File: config.mk
export PLATFORM = sky130hd
export DESIGN_NAME = if_stage
export DESIGN_NICKNAME = d
export VERILOG_FILES = /design/src/rtl/if_stage.sv
export SDC_FILE = /design/constraint.sdc
export NUM_CORES = 1
export LEC_CHECK = 0
export ABC_CLOCK_PERIOD_IN_PS = 6900
export CAP_MARGIN = 20
export CELL_PAD_IN_SITES_DETAIL_PLACEMENT = 1
export CELL_PAD_IN_SITES_GLOBAL_PLACEMENT = 1
export CORE_ASPECT_RATIO = 1.1
export CORE_UTILIZATION = 35
export CTS_BUF_LIST = sky130_fd_sc_hd__clkbuf_16
export DETAILED_ROUTE_END_ITERATION = 16
export PLACE_DENSITY = 0.88
export REMOVE_ABC_BUFFERS = 1
export SLEW_MARGIN = 15
export SYNTH_ARGS = -nofsm -noshare
export SYNTH_HDL_FRONTEND = slang
export SYNTH_SLANG_ARGS = --single-unit
File: constraint.sdc
create_clock -name clk -period 6.9 [get_ports clk]
set_clock_uncertainty 0.2 [all_clocks]
set_input_delay 1.725 -clock clk [delete_from_list [all_inputs] [get_ports clk]]
set_output_delay 1.725 -clock clk [all_outputs]
set_load 0.05 [all_outputs]
File: src/rtl/if_stage.sv
// -----------------------------------------------------------------------------
// if_stage: instruction-fetch stage of the 5-stage RISC-V pipeline.
//
// Owns the fetch PC, talks to a variable-latency instruction memory with at
// most one request outstanding, and holds the IF/ID pipeline register that
// feeds the decode stage.
//
// Ports:
//   clk, rst          clock (rising edge) and asynchronous active-high reset
//   stall             hazard unit: freeze IF/ID and the fetch PC
//   redirect          EX stage: taken branch/jump, squash IF/ID
//   redirect_pc       new fetch target when redirect=1 (bits [1:0] ignored)
//   imem_req          request valid this cycle (combinational)
//   imem_addr         word-aligned fetch address (combinational)
//   imem_rvalid       response valid, at least one cycle after the request
//   imem_rdata        instruction word, valid with imem_rvalid
//   ir, pc_id, pc4_id IF/ID instruction, its PC and PC+4
//   id_valid          IF/ID holds a real instruction (0 = bubble)
//   fetch_busy        high while a response is awaited (WAIT or DRAIN)
//   pc_sdu            current fetch PC for the debug unit
// -----------------------------------------------------------------------------
module if_stage #(
    parameter logic [31:0] PC_RESET = 32'h0000_0000,
    parameter logic [31:0] NOP      = 32'h0000_0013
) (
    input  logic        clk,
    input  logic        rst,
    input  logic        stall,
    input  logic        redirect,
    input  logic [31:0] redirect_pc,
    output logic        imem_req,
    output logic [31:0] imem_addr,
    input  logic        imem_rvalid,
    input  logic [31:0] imem_rdata,
    output logic [31:0] ir,
    output logic [31:0] pc_id,
    output logic [31:0] pc4_id,
    output logic        id_valid,
    output logic        fetch_busy,
    output logic [31:0] pc_sdu
);

    // REQ:   issue a request for pc_f
    // WAIT:  a request for pc_f is outstanding
    // HOLD:  response for pc_f captured in hold_buf while ID was stalled
    // DRAIN: a request made stale by a redirect is outstanding; drop it
    typedef enum logic [1:0] {
        S_REQ,
        S_WAIT,
        S_HOLD,
        S_DRAIN
    } state_t;

    state_t      state_reg;
    logic [31:0] pc_f_reg;
    logic [31:0] hold_buf_reg;
    logic [31:0] ir_reg;
    logic [31:0] pc_id_reg;
    logic [31:0] pc4_id_reg;
    logic        id_valid_reg;

    logic [31:0] pc_f_plus4;
    logic [31:0] redirect_aligned;

    assign pc_f_plus4       = pc_f_reg + 32'd4;
    assign redirect_aligned = {redirect_pc[31:2], 2'b00};

    // A new request goes out either from REQ, or in the same cycle an
    // instruction is handed to ID (back-to-back fetch with a 1-cycle memory).
    always_comb begin
        imem_req  = 1'b0;
        imem_addr = {pc_f_reg[31:2], 2'b00};
        case (state_reg)
            S_REQ: begin
                imem_req = 1'b1;
            end
            S_WAIT: begin
                if (!redirect && imem_rvalid && !stall) begin
                    imem_req  = 1'b1;
                    imem_addr = {pc_f_plus4[31:2], 2'b00};
                end
            end
            S_HOLD: begin
                if (!redirect && !stall) begin
                    imem_req  = 1'b1;
                    imem_addr = {pc_f_plus4[31:2], 2'b00};
                end
            end
            default: begin
            end
        endcase
    end

    always_ff @(posedge clk or posedge rst) begin
        if (rst) begin
            state_reg    <= S_REQ;
            pc_f_reg     <= PC_RESET;
            hold_buf_reg <= NOP;
            ir_reg       <= NOP;
            pc_id_reg    <= 32'd0;
            pc4_id_reg   <= 32'd4;
            id_valid_reg <= 1'b0;
        end else if (redirect) begin
            // Redirect beats stall and any response. If a request is still
            // in flight after this edge, its response must be drained.
            ir_reg       <= NOP;
            id_valid_reg <= 1'b0;
            pc_f_reg     <= redirect_aligned;
            hold_buf_reg <= NOP;
            case (state_reg)
                S_REQ:   state_reg <= S_DRAIN;
                S_WAIT:  state_reg <= imem_rvalid ? S_REQ : S_DRAIN;
                S_DRAIN: state_reg <= imem_rvalid ? S_REQ : S_DRAIN;
                default: state_reg <= S_REQ;
            endcase
        end else begin
            case (state_reg)
                S_REQ: begin
                    state_reg <= S_WAIT;
                    if (!stall) begin
                        ir_reg       <= NOP;
                        id_valid_reg <= 1'b0;
                    end
                end
                S_WAIT: begin
                    if (imem_rvalid) begin
                        if (!stall) begin
                            ir_reg       <= imem_rdata;
                            pc_id_reg    <= pc_f_reg;
                            pc4_id_reg   <= pc_f_plus4;
                            id_valid_reg <= 1'b1;
                            pc_f_reg     <= pc_f_plus4;
                        end else begin
                            hold_buf_reg <= imem_rdata;
                            state_reg    <= S_HOLD;
                        end
                    end else if (!stall) begin
                        ir_reg       <= NOP;
                        id_valid_reg <= 1'b0;
                    end
                end
                S_HOLD: begin
                    if (!stall) begin
                        ir_reg       <= hold_buf_reg;
                        pc_id_reg    <= pc_f_reg;
                        pc4_id_reg   <= pc_f_plus4;
                        id_valid_reg <= 1'b1;
                        pc_f_reg     <= pc_f_plus4;
                        state_reg    <= S_WAIT;
                    end
                end
                default: begin  // S_DRAIN
                    if (imem_rvalid) begin
                        state_reg <= S_REQ;
                    end
                    if (!stall) begin
                        ir_reg       <= NOP;
                        id_valid_reg <= 1'b0;
                    end
                end
            endcase
        end
    end

    assign ir         = ir_reg;
    assign pc_id      = pc_id_reg;
    assign pc4_id     = pc4_id_reg;
    assign id_valid   = id_valid_reg;
    assign fetch_busy = (state_reg == S_WAIT) || (state_reg == S_DRAIN);
    assign pc_sdu     = pc_f_reg;

endmodule

==> results.py <==
metrics = {
    "placed_design": {
        "dpl_worst_slack_ns": 0.982,
        "io_buffers": 221,
        "dp_cells": 1348,
        "dpl.hpwl_um": 18900,
        "postPlaceCellArea_sq_um": 10600,
        "routabilityCongestion": 0.791,
    },
    "floorplanning": {
        "core_area_sq_um": 22300,
        "io-pin-count": 232,
        "start_util": 0.359,
        "die_h_um": 160,
        "rows": 57,
        "die_x_um": 146,
        "fp.dieArea_sq_um": 23400,
    },
    "cells_and_area": {
        "fin_area_sq_um": 11300,
        "drive_gt1_frac": 0.0975,
        "final_util": 0.507,
        "stdcell_count": 1384,
        "syn_to_final_growth_pct": 41.3,
        "multi_input_area_sq_um": 3680,
        "fillCellCount": 2514,
        "register_area_sq_um": 3940,
        "fin_nets": 1149,
    },
    "cts": {
        "tritoncts": "yes",
        "clk_pin_slew_worst_paths_ns": 0.08,
        "postCtsSetupBuffers": 0,
        "clock-sinks": 157,
        "numCtsBuffers": 17,
        "clockRootBuffer": "clkbuf_16",
        "hold_buffers": 0,
        "ctsLongestPathBuffers": 2,
        "ctsHtreeMaxLevel": 4,
        "clkLatencyLatePin_ns": 0.44,
        "ctsResizeCount": 0,
    },
    "critical_path": {
        "reg2reg_to": "pc_sdu[31]$_DFFE_PP0P_",
        "critical_path.startpoint_type": "input pin",
        "reg2reg_from": "state_reg[0]$_DFFE_PP0P_",
        "critPathMaxFanout": 13,
        "required_ns": 4.97,
        "arrival_ns": 4.02,
        "ff2ff_path_depth": 8,
        "crit_type": "input pin to primary output",
        "end_kind": "primary output",
        "r2r_setup_slack_ns": 3.58,
    },
    "global_route": {
        "grt_pass1_vias": 7771,
        "overflow": 0,
        "antenna_found_initial": 2,
        "grt_pass1_wl_um": 43700,
        "grt_max_degree": 92,
        "track_usage": 0.238,
    },
    "detailed_routing": {
        "wl_um": 27600,
        "dr.pass1.iters": 4,
        "vias_per_cell": 5.34,
        "antenna_left": 0,
        "drcViolationCount": 0,
        "initialDrtViolationCount": 325,
        "routedWlPerCell_um": 20.0,
        "via_count": 7389,
    },
    "worst_hold_path": {
        "worstHoldStart": "pc_id[12]$_DFFE_PP0P_",
        "hold_path_class": "register to register",
        "min_to": "pc_id[12]$_DFFE_PP0P_",
        "hold_depth": 2,
    },
    "synth": {
        "syn_inst": 898,
        "synth_edf_count": 0,
        "synth.avg_cell_area_sq_um": 8.89,
        "ys_async_sr_fraction": 1.00,
        "ys_ff_latch": 157,
        "ys_warn_count": 0,
        "syn_area_sq_um": 7980,
        "dominantRegCellSynth": "dfrtp_1",
        "synth_cell_types": 50,
        "seq_area_frac_synth": 0.493,
    },
    "power": {
        "peakVddDrop_mv": 0.221,
        "p_leak_nw": 4.71,
        "p_per_area_nw_per_um2": 451,
        "power_mw": 5.09,
    },
    "timing": {
        "hold_ws_ns": 0.277,
        "period_needed_ns": 5.95,
        "slew_violations": 0,
        "max_slew_margin": 0.250,
        "finalSetupTns_ns": 0,
        "timing.fmax_ghz": 0.168,
        "worstMarginPinSlew_ns": 1.12,
        "rsz0062_at_grt": "no",
        "final-setup-viol-count": 0,
        "setup_slack_ns": 0.955,
        "hold_violations": 0,
        "fin_crit_sh": 0.862,
    },
    "job": {
        "max_cap_viol_count": 0,
    },
    "run_status": {
        "run_status": "completed",
    },
}
==> synth_stat cells (2+ instances only) <==
cell type / number / area share
mux2i_1: 3 / 0.0038
o211ai_1: 2 / 0.0019
a21oi_1: 22 / 0.014
o31a_1: 2 / 0.0022
o21ai_0: 121 / 0.076
inv_1: 9 / 0.0042
clkbuf_1: 52 / 0.024
and3_1: 11 / 0.0086
buf_4: 11 / 0.010
nand2_1: 213 / 0.10
o21a_1: 4 / 0.0038
nand4_4: 3 / 0.0080
dfrtp_1: 150 / 0.47
buf_2: 17 / 0.011
nand2b_1: 9 / 0.0071
nor4_1: 4 / 0.0031
nor3_1: 8 / 0.0050
dfstp_2: 7 / 0.023
buf_1: 7 / 0.0033
nand4_1: 11 / 0.0086
o22a_1: 3 / 0.0033
nand3_1: 25 / 0.016
nor2_1: 32 / 0.015
o31ai_1: 12 / 0.011
and2_1: 4 / 0.0031
o21ai_1: 2 / 0.0013
a22o_1: 29 / 0.032
or2_2: 3 / 0.0024
xor2_1: 31 / 0.034
a31oi_1: 13 / 0.010
xnor2_1: 24 / 0.026
or4_1: 2 / 0.0019
ha_1: 6 / 0.0094
a22oi_1: 29 / 0.027
or3_1: 2 / 0.0016
==> layout by cell type (no fill, tap or decap), types with 6 or more instances in the layout <==
cell,count
o21ai_0,120
nand2_1,213
a21oi_1,21
buf_12,30
ha_1,6
a22oi_1,29
clkdlybuf4s50_1,190
a22o_1,29
nand2b_1,8
dfrtp_1,150
o31ai_1,12
nand3_1,25
inv_1,8
dfstp_2,7
xor2_1,31
a31oi_1,13
xnor2_1,24
nor2_1,30
and3_1,11
nand4_1,11
nor3_1,8
conb_1,8
clkbuf_16,17
buf_4,14
==> cell families (layout without fill, tap and decap cells) <==
kind of cell,Yosys count,count (layout),synth area share
AO/OA/AOI/OAI,243,243,0.186
XOR/XNOR,55,55,0.0603
adder cells (fa/ha/maj),6,6,0.00940
buffers and inverters,96,278,0.0530
flip-flops,157,157,0.493
multiplexers,4,4,0.00517
other,1,10,0.000470
AND/OR/NAND/NOR,336,336,0.192
==> report_power, final <==
part | switching [mW] | total (mW) | internal (mW) | leakage, nW
combinational | 1.85 | 2.80 | 0.949 | 2.39
sequential | 0.173 | 1.32 | 1.14 | 2.03
clock | 0.454 | 0.978 | 0.524 | 0.301
total | 2.47 | 5.09 | 2.62 | 4.71
==> layout make-up <==
cell class	count	area share
sequential	157	0.349
multi-input combinational	652	0.326
timing repair buffer	237	0.234
clock buffer	17	0.0377
tap	295	0.0327
clock inverter	15	0.0166
inverter	9	0.00344
antenna	2	0.000444
==> worst max path at each step <==
stage	start	end	slack (ns)	cells past startpoint
finish	stall	imem_addr[8]	0.95	8
CTS	stall	imem_addr[8]	0.94	8
global route	stall	imem_addr[8]	0.81	8
floorplan	imem_rvalid	imem_addr[11]	0.22	3
detailed placement	stall	imem_addr[12]	0.98	8
global placement	stall	imem_addr[12]	1.07	8
==> worst max-delay path, stage by stage <==
cell	delay [ns]
clkdlybuf4s50_1	0.43
nor2_1	0.34
a21boi_0	0.34
o21ai_2	0.30
buf_4	0.27
o21ai_0	0.22
o21ai_0	0.19
buf_12	0.20
==> layer usage <==
layer	share of wire	routed length, um	GRT usage	vias to the layer above
met3	0.037	1010	0.0420	57
met5	0	0	0	-
met1	0.42	11500	0.284	3727
met4	0.038	1040	0.108	0
met2	0.51	14100	0.416	175
li1	-	-	-	3430
(Power assumes the default switching activity.)
